File: src/rtl/sdcard_seq_pkg.sv
// ---------------------------------------------------------------------------
// sdcard_seq_pkg
//
// Shared definitions for the multi-sector SD card transfer sequencer.
//
// Contents:
//   SectorBytes  - bytes per sector. This must equal the buffer size of the
//                  SD card interface block, because the sequencer counts bytes
//                  against the card's own buffer index.
//   ByteIdxWidth - width of a byte index inside one sector.
//   sd_cmd_e     - command codes driven onto sd_command.
//   state_e      - sequencer states.
// ---------------------------------------------------------------------------
package sdcard_seq_pkg;

    // Bytes per sector. Must be a power of two: the byte counter wraps to 0
    // after the last byte of a sector, which matches the card's buffer index.
    localparam int unsigned SectorBytes  = 512;
    localparam int unsigned ByteIdxWidth = $clog2(SectorBytes);

    // Command codes understood by the SD card interface block.
    typedef enum logic [2:0] {
        SdIdle  = 3'd0,  // no operation
        SdRead  = 3'd1,  // load the current sector into the card buffer
        SdNext  = 3'd2,  // advance the buffer index (read side)
        SdPut   = 3'd3,  // store sd_data_in at the buffer index and advance
        SdWrite = 3'd4   // program the card buffer into the current sector
    } sd_cmd_e;

    // Sequencer states.
    typedef enum logic [3:0] {
        WaitInit,    // after reset, wait for the card interface to go idle
        Idle,        // accepting a request
        IssueRead,   // one-cycle SdRead
        IssueWrite,  // one-cycle SdWrite
        StartWait,   // one-cycle guard while the card raises busy
        BusyWait,    // wait for busy low, with timeout
        Stream,      // hand sector bytes to the consumer
        Fill,        // take sector bytes from the producer
        PutDone,     // gap between the last SdPut and SdWrite
        NextSector,  // advance sector / count, finish or loop
        Error        // busy timeout; only reset leaves this state
    } state_e;

endpackage : sdcard_seq_pkg

File: src/rtl/sdcard_sequencer.sv
// ---------------------------------------------------------------------------
// sdcard_sequencer
//
// Multi-sector transfer controller sitting between the CPU-side I/O
// peripheral / boot loader and the SD card interface block. It accepts one
// request (direction, start sector, sector count) and walks it sector by
// sector:
//   read : SdRead -> wait busy -> stream SectorBytes bytes to the consumer
//   write: take SectorBytes bytes from the producer -> SdWrite -> wait busy
// Bytes move one per cycle when neither side stalls. A card that stays busy
// for BusyTimeout cycles drops the sequencer into a sticky error state.
//
// Parameters:
//   CountWidth  - width of req_count
//   BusyTimeout - maximum cycles sd_busy may stay high per operation
//   (SectorBytes comes from sdcard_seq_pkg so the card interface and this
//    block share a single definition.)
//
// Ports:
//   clk, rst            clock; asynchronous active-high reset
//   req_valid/req_ready request handshake (req_ready high only in Idle)
//   req_write           1 = write sectors, 0 = read sectors
//   req_sector          first sector of the transfer
//   req_count           number of sectors (0 completes immediately)
//   rd_valid/rd_ready   read byte stream towards the consumer
//   rd_data             read byte (card buffer byte at the current index)
//   wr_valid/wr_ready   write byte stream from the producer
//   wr_data             byte to write
//   done                one-cycle pulse at the end of a request
//   err                 sticky busy-timeout flag
//   sd_command          command to the card interface (see sd_cmd_e)
//   sd_sector           current sector
//   sd_data_in          byte to store in the card buffer
//   sd_data_out         card buffer byte at the current index
//   sd_busy             card interface busy
// ---------------------------------------------------------------------------
module sdcard_sequencer
    import sdcard_seq_pkg::*;
#(
    parameter int unsigned CountWidth  = 16,
    parameter int unsigned BusyTimeout = 16777216
) (
    input  logic                  clk,
    input  logic                  rst,

    input  logic                  req_valid,
    output logic                  req_ready,
    input  logic                  req_write,
    input  logic [31:0]           req_sector,
    input  logic [CountWidth-1:0] req_count,

    output logic                  rd_valid,
    input  logic                  rd_ready,
    output logic [7:0]            rd_data,

    input  logic                  wr_valid,
    output logic                  wr_ready,
    input  logic [7:0]            wr_data,

    output logic                  done,
    output logic                  err,

    output logic [2:0]            sd_command,
    output logic [31:0]           sd_sector,
    output logic [7:0]            sd_data_in,
    input  logic [7:0]            sd_data_out,
    input  logic                  sd_busy
);

    // The timeout counter only has to reach BusyTimeout-1.
    localparam int unsigned TimeoutWidth =
        ($clog2(BusyTimeout) < 1) ? 1 : $clog2(BusyTimeout);
    localparam logic [TimeoutWidth-1:0] TimeoutLast = TimeoutWidth'(BusyTimeout - 1);
    localparam logic [ByteIdxWidth-1:0] ByteLast    = ByteIdxWidth'(SectorBytes - 1);
    localparam logic [CountWidth-1:0]   CountOne    = CountWidth'(1);

    state_e                  state;
    state_e                  state_next;

    logic [31:0]             sector;       // current sector
    logic [CountWidth-1:0]   count_left;   // sectors still to transfer
    logic                    dir_write;    // latched request direction
    logic [ByteIdxWidth-1:0] byte_cnt;     // byte index inside the sector
    logic [TimeoutWidth-1:0] timeout_cnt;  // busy cycles in this operation
    logic                    zero_done;    // a zero-count request was accepted

    sd_cmd_e                 cmd;
    logic                    byte_last;
    logic                    accept;

    assign byte_last  = (byte_cnt == ByteLast);
    assign accept     = (state == Idle) && req_valid;
    assign sd_command = cmd;

    // -----------------------------------------------------------------------
    // State register
    // -----------------------------------------------------------------------
    // NOTE: sequential logic uses non-blocking assignments so every register
    // samples the values of the previous cycle regardless of block ordering.
    always_ff @(posedge clk or posedge rst) begin
        if (rst) begin
            state <= WaitInit;
        end else begin
            state <= state_next;
        end
    end

    // -----------------------------------------------------------------------
    // Next-state logic
    // -----------------------------------------------------------------------
    always_comb begin
        state_next = state;
        case (state)
            WaitInit: begin
                if (!sd_busy) state_next = Idle;
            end
            Idle: begin
                // A zero-count request is acknowledged from Idle itself.
                if (req_valid && (req_count != '0)) begin
                    state_next = req_write ? Fill : IssueRead;
                end
            end
            IssueRead:  state_next = StartWait;
            IssueWrite: state_next = StartWait;
            StartWait:  state_next = BusyWait;
            BusyWait: begin
                if (!sd_busy) begin
                    state_next = dir_write ? NextSector : Stream;
                end else if (timeout_cnt == TimeoutLast) begin
                    state_next = Error;
                end
            end
            Stream: begin
                // rd_valid is always high here, so rd_ready is the handshake.
                if (rd_ready && byte_last) state_next = NextSector;
            end
            Fill: begin
                if (wr_valid && byte_last) state_next = PutDone;
            end
            // Keeps SdWrite from directly following the last SdPut.
            PutDone:    state_next = IssueWrite;
            NextSector: begin
                if (count_left == CountOne) begin
                    state_next = Idle;
                end else begin
                    state_next = dir_write ? Fill : IssueRead;
                end
            end
            Error:      state_next = Error;
            default:    state_next = WaitInit;
        endcase
    end

    // -----------------------------------------------------------------------
    // Datapath registers: request latch, byte counter, timeout counter
    // -----------------------------------------------------------------------
    always_ff @(posedge clk or posedge rst) begin
        if (rst) begin
            sector      <= '0;
            count_left  <= '0;
            dir_write   <= 1'b0;
            byte_cnt    <= '0;
            timeout_cnt <= '0;
            zero_done   <= 1'b0;
        end else begin
            zero_done <= 1'b0;
            case (state)
                Idle: begin
                    if (accept) begin
                        sector     <= req_sector;
                        count_left <= req_count;
                        dir_write  <= req_write;
                        zero_done  <= (req_count == '0);
                    end
                end
                StartWait: timeout_cnt <= '0;
                BusyWait:  timeout_cnt <= timeout_cnt + 1'b1;
                // The byte counter wraps to 0 after the last byte, in step
                // with the card's buffer index.
                Stream: begin
                    if (rd_ready) byte_cnt <= byte_cnt + 1'b1;
                end
                Fill: begin
                    if (wr_valid) byte_cnt <= byte_cnt + 1'b1;
                end
                NextSector: begin
                    sector     <= sector + 32'd1;
                    count_left <= count_left - CountOne;
                end
                default: ;
            endcase
        end
    end

    // -----------------------------------------------------------------------
    // Output logic
    // -----------------------------------------------------------------------
    // NOTE: every output gets a default before the case so no path leaves a
    // signal unassigned, which would otherwise infer a latch.
    always_comb begin
        req_ready  = 1'b0;
        rd_valid   = 1'b0;
        rd_data    = 8'h00;
        wr_ready   = 1'b0;
        done       = 1'b0;
        err        = 1'b0;
        cmd        = SdIdle;
        sd_sector  = sector;
        sd_data_in = 8'h00;
        case (state)
            Idle: begin
                req_ready = 1'b1;
                done      = zero_done;
            end
            IssueRead:  cmd = SdRead;
            IssueWrite: cmd = SdWrite;
            Stream: begin
                rd_valid = 1'b1;
                rd_data  = sd_data_out;
                // Advancing the index in the handshake cycle puts the next
                // byte on sd_data_out in the following cycle: no bubble.
                if (rd_ready) cmd = SdNext;
            end
            Fill: begin
                wr_ready   = 1'b1;
                sd_data_in = wr_data;
                if (wr_valid) cmd = SdPut;
            end
            NextSector: begin
                done = (count_left == CountOne);
            end
            Error: begin
                err       = 1'b1;
                sd_sector = 32'd0;
            end
            default: ;
        endcase
    end

endmodule : sdcard_sequencer

File: config.mk
export PLATFORM = sky130hd
export DESIGN_NAME = sdcard_sequencer
export DESIGN_NICKNAME = d
export VERILOG_FILES = /design/src/rtl/sdcard_seq_pkg.sv /design/src/rtl/sdcard_sequencer.sv
export SDC_FILE = /design/constraint.sdc
export NUM_CORES = 1
export LEC_CHECK = 0
export ABC_AREA = 0
export CAP_MARGIN = 0
export CORE_UTILIZATION = 46
export CTS_CLUSTER_SIZE = 12
export DETAILED_ROUTE_END_ITERATION = 8
export PLACE_DENSITY_LB_ADDON = 0.3
export SYNTH_ARGS = -nofsm -noshare
export SYNTH_HDL_FRONTEND = slang
export SYNTH_SLANG_ARGS = --single-unit
export TNS_END_PERCENT = 50
File: constraint.sdc
create_clock -name clk -period 3 [get_ports clk]
set_input_delay 0.6 -clock clk [delete_from_list [all_inputs] [get_ports clk]]
set_output_delay 0.6 -clock clk [all_outputs]
set_load 0.02 [all_outputs]
==> metrics.txt, run 1 <==
Slew headroom=0.558; post-synthesis register bit count=87; DR iter-0 viols=392; Ys Warns=0; max_cap viols=0; Die Width=110 um; antenna violations before repair=0; largest family of logic cells by synthesized area=simple AND/OR/NAND/NOR gates; number of buffers created by CTS=9; Post-Synth Adder-Cell Area=0.0140; clk_lat worst skew=0.36 ns; DR vias/cell=6.08; gr ovfl total=0; period utilisation layout=0.972; post-synthesis mux area share=0.0194; Setup Skew=0.0105 ns; gr usage total=0.262; unrepaired setup endpoints after global routing=no; # IOs=127; complex-gate fraction of the synthesized area=0.189; vias in the first global route=5152; Static Leakage=2.84 nW; crit path DAT=2.32 ns; Core Util, Final=0.625; Via Count=5433; Placeable Area=11400 um^2; ys async rst share=1.00; Mapped Cells=626; final worst path period need=2.92 ns; R2R Path Start=byte_cnt[2]$_DFFE_PP0P_; fraction of layout instances using a drive strength above 1=0.0679; largest net degree at the start of global routing=35; Critical path origin=count_left[2]$_DFFE_PP0P_; Cell Count, Final, Fillers Out=894; die area=12100 um^2; Post-Syn Nets=703; Worst Setup EP=done; clock buffer depth=2; status=completed; Final Hold Fails=0; Final Net Count=823; register area share after synthesis=0.407; Final setup viols=0; GP Congestion=0.853; Synth Area in Simple Gates=0.324; WS Path Type=reg -> out; Routed wire per std cell=16.9 um; post-synthesis xor/xnor area fraction=0.0115; required time of the critical path=2.40 ns; final WL=15.1 mm; CP endpoint kind=output pin; PortBufs=126; TritonCTS clock tree=yes; Placement Rows=39; first-pass GRT wire length=24.4 mm; placed insts=878; worst slew pin tran=0.657 ns; Synth Flop Type=dfrtp_1; Detail Route Antenna Nets=0; Initial Util=0.470; Sum Neg Setup Slack=0 ns; Crit Path Max Fanout=7; cell area power density=843 nW/um^2; Unique masters post-synth=62; Fillers=949; worst vdd ir=550 uV; Max Slew Vio Count=0; CTS root buf=clkbuf_16; hold crit path type=reg -> reg; htree depth=3; FF-to-FF setup slack=0.45 ns; Post-synth EDFFs=0; Setup Buffers After CTS=0; Max Freq=0.343 GHz; Critical R2R Capture=state[0]$_DFFE_PP0P_; dpl hpwl=10.8 mm; post_cts resized=3; syn avg cell area=8.54 um^2; FF-to-FF path depth=8; n_diodes=0; Clock Pin Slew Worst Setup and Hold Paths=0.06 ns; hold_sp=byte_cnt[5]$_DFFE_PP0P_; DRC Markers=0; die height=110 um; Startpoint Class=register; CTS sink cnt=87; area grow syn2layout=32.8%; DR pass1 iterations=5; synthesized area=5350 um^2; hold_buf cts=0
-- cell families after synthesis --
| family | count (synthesis) |
|---|---|
| AOI/OAI and AO/OA | 149 |
| xor gates and xnor gates | 7 |
| adders and majority gates | 6 |
| buffers and inverters | 47 |
| DFF | 87 |
| muxes | 10 |
| and+or+nand+nor | 320 |
-- worst min-delay path by stage --
stage	endpoint	slack [ns]	depth (start not counted)
2_1_floorplan	byte_cnt[7]$_DFFE_PP0P_	0.44	1
3_3_place_gp	byte_cnt[7]$_DFFE_PP0P_	0.45	1
3_5_place_dp	byte_cnt[5]$_DFFE_PP0P_	0.46	1
4_1_cts	byte_cnt[5]$_DFFE_PP0P_	0.47	1
5_1_grt	byte_cnt[5]$_DFFE_PP0P_	0.48	1
6_report	byte_cnt[5]$_DFFE_PP0P_	0.47	1
-- cell usage in the layout (no fill, tap or decap), types with 18 or more instances in the layout --
| cell type | Yosys | final |
|---|---|---|
| nor2_1 | 67 | 67 |
| and2_1 | 20 | 20 |
| clkdlybuf4s50_1 | 0 | 125 |
| nand2_1 | 72 | 72 |
| nand4_1 | 18 | 18 |
| nand3_1 | 30 | 30 |
| o21ai_0 | 45 | 45 |
| dfrtp_1 | 87 | 86 |
| nor2b_1 | 33 | 33 |
-- where the power goes --
part | switching, mW | total [mW] | internal, mW
clock | 0.489 | 1.08 | 0.590
combinational | 1.46 | 2.77 | 1.32
sequential | 0.565 | 2.13 | 1.57
total | 2.51 | 5.99 | 3.47
-- worst max-delay path: stages (launching register included) --
cell           delay (ns)
dfrtp_1              0.44
or4_1                0.64
nor4_4               0.34
a22o_1               0.21
dlygate4sd2_1        0.34
-- flip-flops by register name, indices dropped and copies added, names as in the netlist --
signal / flops
sector: 32
state: 4
count_left: 16
dir_write: 1
zero_done: 1
byte_cnt: 9
timeout_cnt: 24
-- area by class of cell --
cell class,count,area [um^2],share of cell area
multi-input cells,492,3000,0.422
flip-flops and latches,87,2180,0.307
repair buffers,143,1410,0.199
clock buffers,11,243,0.0342
well taps,143,179,0.0252
inverters,13,50.0,0.00705
clock inverters,5,41.3,0.00581
-- synth_stat cells, types with 3 or more instances --
master	n	share of area
a211o_1	3	0.0049
a211oi_1	11	0.015
a21oi_1	16	0.015
a221o_1	3	0.0056
a22o_1	3	0.0049
a311oi_1	9	0.015
a31oi_1	8	0.0094
and2_1	20	0.023
and3_1	8	0.0094
and4_1	5	0.0082
clkbuf_1	30	0.021
dfrtp_1	87	0.41
ha_1	6	0.014
inv_1	13	0.0091
mux2_2	3	0.0063
mux2i_1	7	0.013
nand2_1	72	0.051
nand2b_1	4	0.0047
nand3_1	30	0.028
nand4_1	18	0.021
nor2_1	67	0.047
nor2b_1	33	0.039
nor3_1	9	0.0084
nor3b_1	4	0.0056
nor4_1	13	0.015
nor4_2	3	0.0070
o211ai_1	15	0.021
o21ai_0	45	0.042
o22ai_1	4	0.0047
o311ai_0	16	0.026
o31ai_1	3	0.0042
or2_2	3	0.0035
or3_1	7	0.0082
or4_1	10	0.014
xnor2_1	4	0.0066
xor2_1	3	0.0049
-- metrics by stage --
step                      setup slack (ns)  hold slack (ns)  instance area (um^2)  power [mW]
after floorplan                      0.150            0.441                  5350        3.75
after global placement               0.217            0.455                  6800        4.76
after detailed placement             0.181            0.460                  6800        4.88
after CTS                           0.0692            0.471                  7100        5.99
after global routing               0.00740            0.481                  7100        6.39
final                               0.0847            0.472                  7100        5.99
-- per-layer routing --
metal | wire length [um] | global-route usage | up-vias
li1 | - | - | 2574
met1 | 6240 | 0.321 | 2592
met2 | 7440 | 0.433 | 220
met3 | 952 | 0.0563 | 47
met4 | 506 | 0.130 | 0
met5 | 0 | 0 | -
Note: power is estimated with default switching activity, not from simulation.
==> run 2: changes to the inputs <==
--- a/config.mk
+++ b/config.mk
@@ -11,6 +11,7 @@
 export CTS_CLUSTER_SIZE = 12
 export DETAILED_ROUTE_END_ITERATION = 8
 export PLACE_DENSITY_LB_ADDON = 0.3
+export SKIP_CTS_REPAIR_TIMING = 1
 export SYNTH_ARGS = -nofsm -noshare
 export SYNTH_HDL_FRONTEND = slang
 export SYNTH_SLANG_ARGS = --single-unit
==> metrics.txt, run 2 (same netlist as run 1, synthesis figures left out) <==
worst vdd ir=548 uV; hold crit path type=reg -> reg; cell area power density=842 nW/um^2; Top Registers=sector: 32 flops, timeout_cnt: 24 flops, count_left: 16 flops; Fillers=950; placed insts=878; sequential share of power=0.356; Crit Path Max Fanout=33; FF-to-FF setup slack=0.44 ns; die area=12100 um^2; final WL=15.2 mm; GP Congestion=0.853; Detail Route Antenna Nets=0; CTS sink cnt=87; DR iter-0 viols=379; PortBufs=126; largest net degree at the start of global routing=35; Psw=2.51 mW; commonest non-fill, non-tap cell in the layout=clkdlybuf4s50_1; antenna violations before repair=0; Via Count=5442; DR vias/cell=6.09; die height=110 um; vias in the first global route=5130; multi-input logic area=3000 um^2; WS Path Type=reg -> out; worst slew pin tran=0.680 ns; fraction of layout instances using a drive strength above 1=0.0679; Placeable Area=11400 um^2; Die Width=110 um; Switching Fraction=0.419; period utilisation layout=0.964; max_cap viols=0; Placement Rows=39; Max Freq=0.346 GHz; htree depth=3; TritonCTS clock tree=yes; clk_lat worst skew=0.36 ns; Routed wire per std cell=16.9 um; Final Hold Fails=0; Clock Pin Slew Worst Setup and Hold Paths=0.06 ns; gr ovfl total=0; combinational share of power=0.464; Reg with most FFs=sector; FF/Latch Area=2180 um^2; area grow syn2layout=32.8%; DRC Markers=0; Clock Power Share=0.180; Largest register FFs=32; gr usage total=0.261; Cell Count, Final, Fillers Out=894; Slew headroom=0.543; Core Util, Final=0.625; unrepaired setup endpoints after global routing=no; Startpoint Class=register; final worst path period need=2.89 ns; required time of the critical path=2.40 ns; dpl hpwl=10.8 mm; crit path DAT=2.29 ns; Static Leakage=2.85 nW; Max Slew Vio Count=0; first-pass GRT wire length=24.4 mm; # IOs=127; DR pass1 iterations=4; Setup Skew=0.00960 ns; status=completed; clock buffer depth=2; number of buffers created by CTS=9; CTS root buf=clkbuf_16; highest-count cells in the layout ignoring fill and taps=clkdlybuf4s50_1, dfrtp_1, nand2_1; internal power=3.47 mW; CP endpoint kind=output pin; Final Net Count=823; Initial Util=0.470; n_diodes=0; Final setup viols=0
## run 2: cell types whose count changed in the layout (fill, tap and decap cells not counted), sizes merged
cell          before  now
dlygate4sd2        1    0
dlymetal6s2s       0    1
## run 2: area by class of cell
class,instances,share of cell area
multi-input combinational,492,0.422
inverter,13,0.00704
clock inverter,5,0.00581
sequential,87,0.307
clock buffer,11,0.0342
tap,143,0.0252
timing repair buffer,143,0.199
## run 2: per-stage QoR
| stage | total power [mW] | setup WS (ns) | area [um^2] | hold slack, ns | TNS (ns) |
|---|---|---|---|---|---|
| 6_report | 5.98 | 0.108 | 7100 | 0.472 | 0 |
| 5_1_grt | 6.39 | 0.00740 | 7100 | 0.481 | 0 |
| 4_1_cts | 5.98 | -0.202 | 7090 | 0.471 | -0.202 |
| 3_5_place_dp | 4.88 | 0.181 | 6800 | 0.460 | 0 |
| 3_3_place_gp | 4.76 | 0.217 | 6800 | 0.455 | 0 |
| 2_1_floorplan | 3.75 | 0.150 | 5350 | 0.441 | 0 |
## run 2: routing by layer
metal / track usage / part of all wire
met1: 0.321 / 0.41
met2: 0.433 / 0.49
met3: 0.0563 / 0.059
met4: 0.128 / 0.035
met5: 0 / 0
## run 2: power by group through the flow
stage	Combinational, mW	Clock [mW]	Sequential, mW
2_1_floorplan	1.83	0	1.91
3_3_place_gp	2.67	0	2.09
3_5_place_dp	2.76	0	2.12
4_1_cts	2.78	1.09	2.11
5_1_grt	3.04	1.14	2.21
6_report	2.77	1.08	2.13
## run 2: path summary, 6_finish.rpt
check | to | from | cells past startpoint
setup / recovery | sd_sector[17] | state[0]$_DFFE_PP0P_ | 5
hold / removal | byte_cnt[5]$_DFFE_PP0P_ | byte_cnt[5]$_DFFE_PP0P_ | 1
setup reg to reg | count_left[7]$_DFFE_PP0P_ | state[0]$_DFFE_PP0P_ | 7
hold reg to reg | byte_cnt[5]$_DFFE_PP0P_ | byte_cnt[5]$_DFFE_PP0P_ | 1
max in group asynchronous | count_left[0]$_DFFE_PP0P_ | rst | 3
min in group asynchronous | timeout_cnt[6]$_DFFE_PP0P_ | rst | 2
## run 2: critical path: stages, from the launching register on
cell and delay (ns):
dfrtp_1 0.61, nor2_1 0.12, and3_1 0.24, buf_12 0.17, nor2b_1 0.15, clkdlybuf4s50_1 0.63
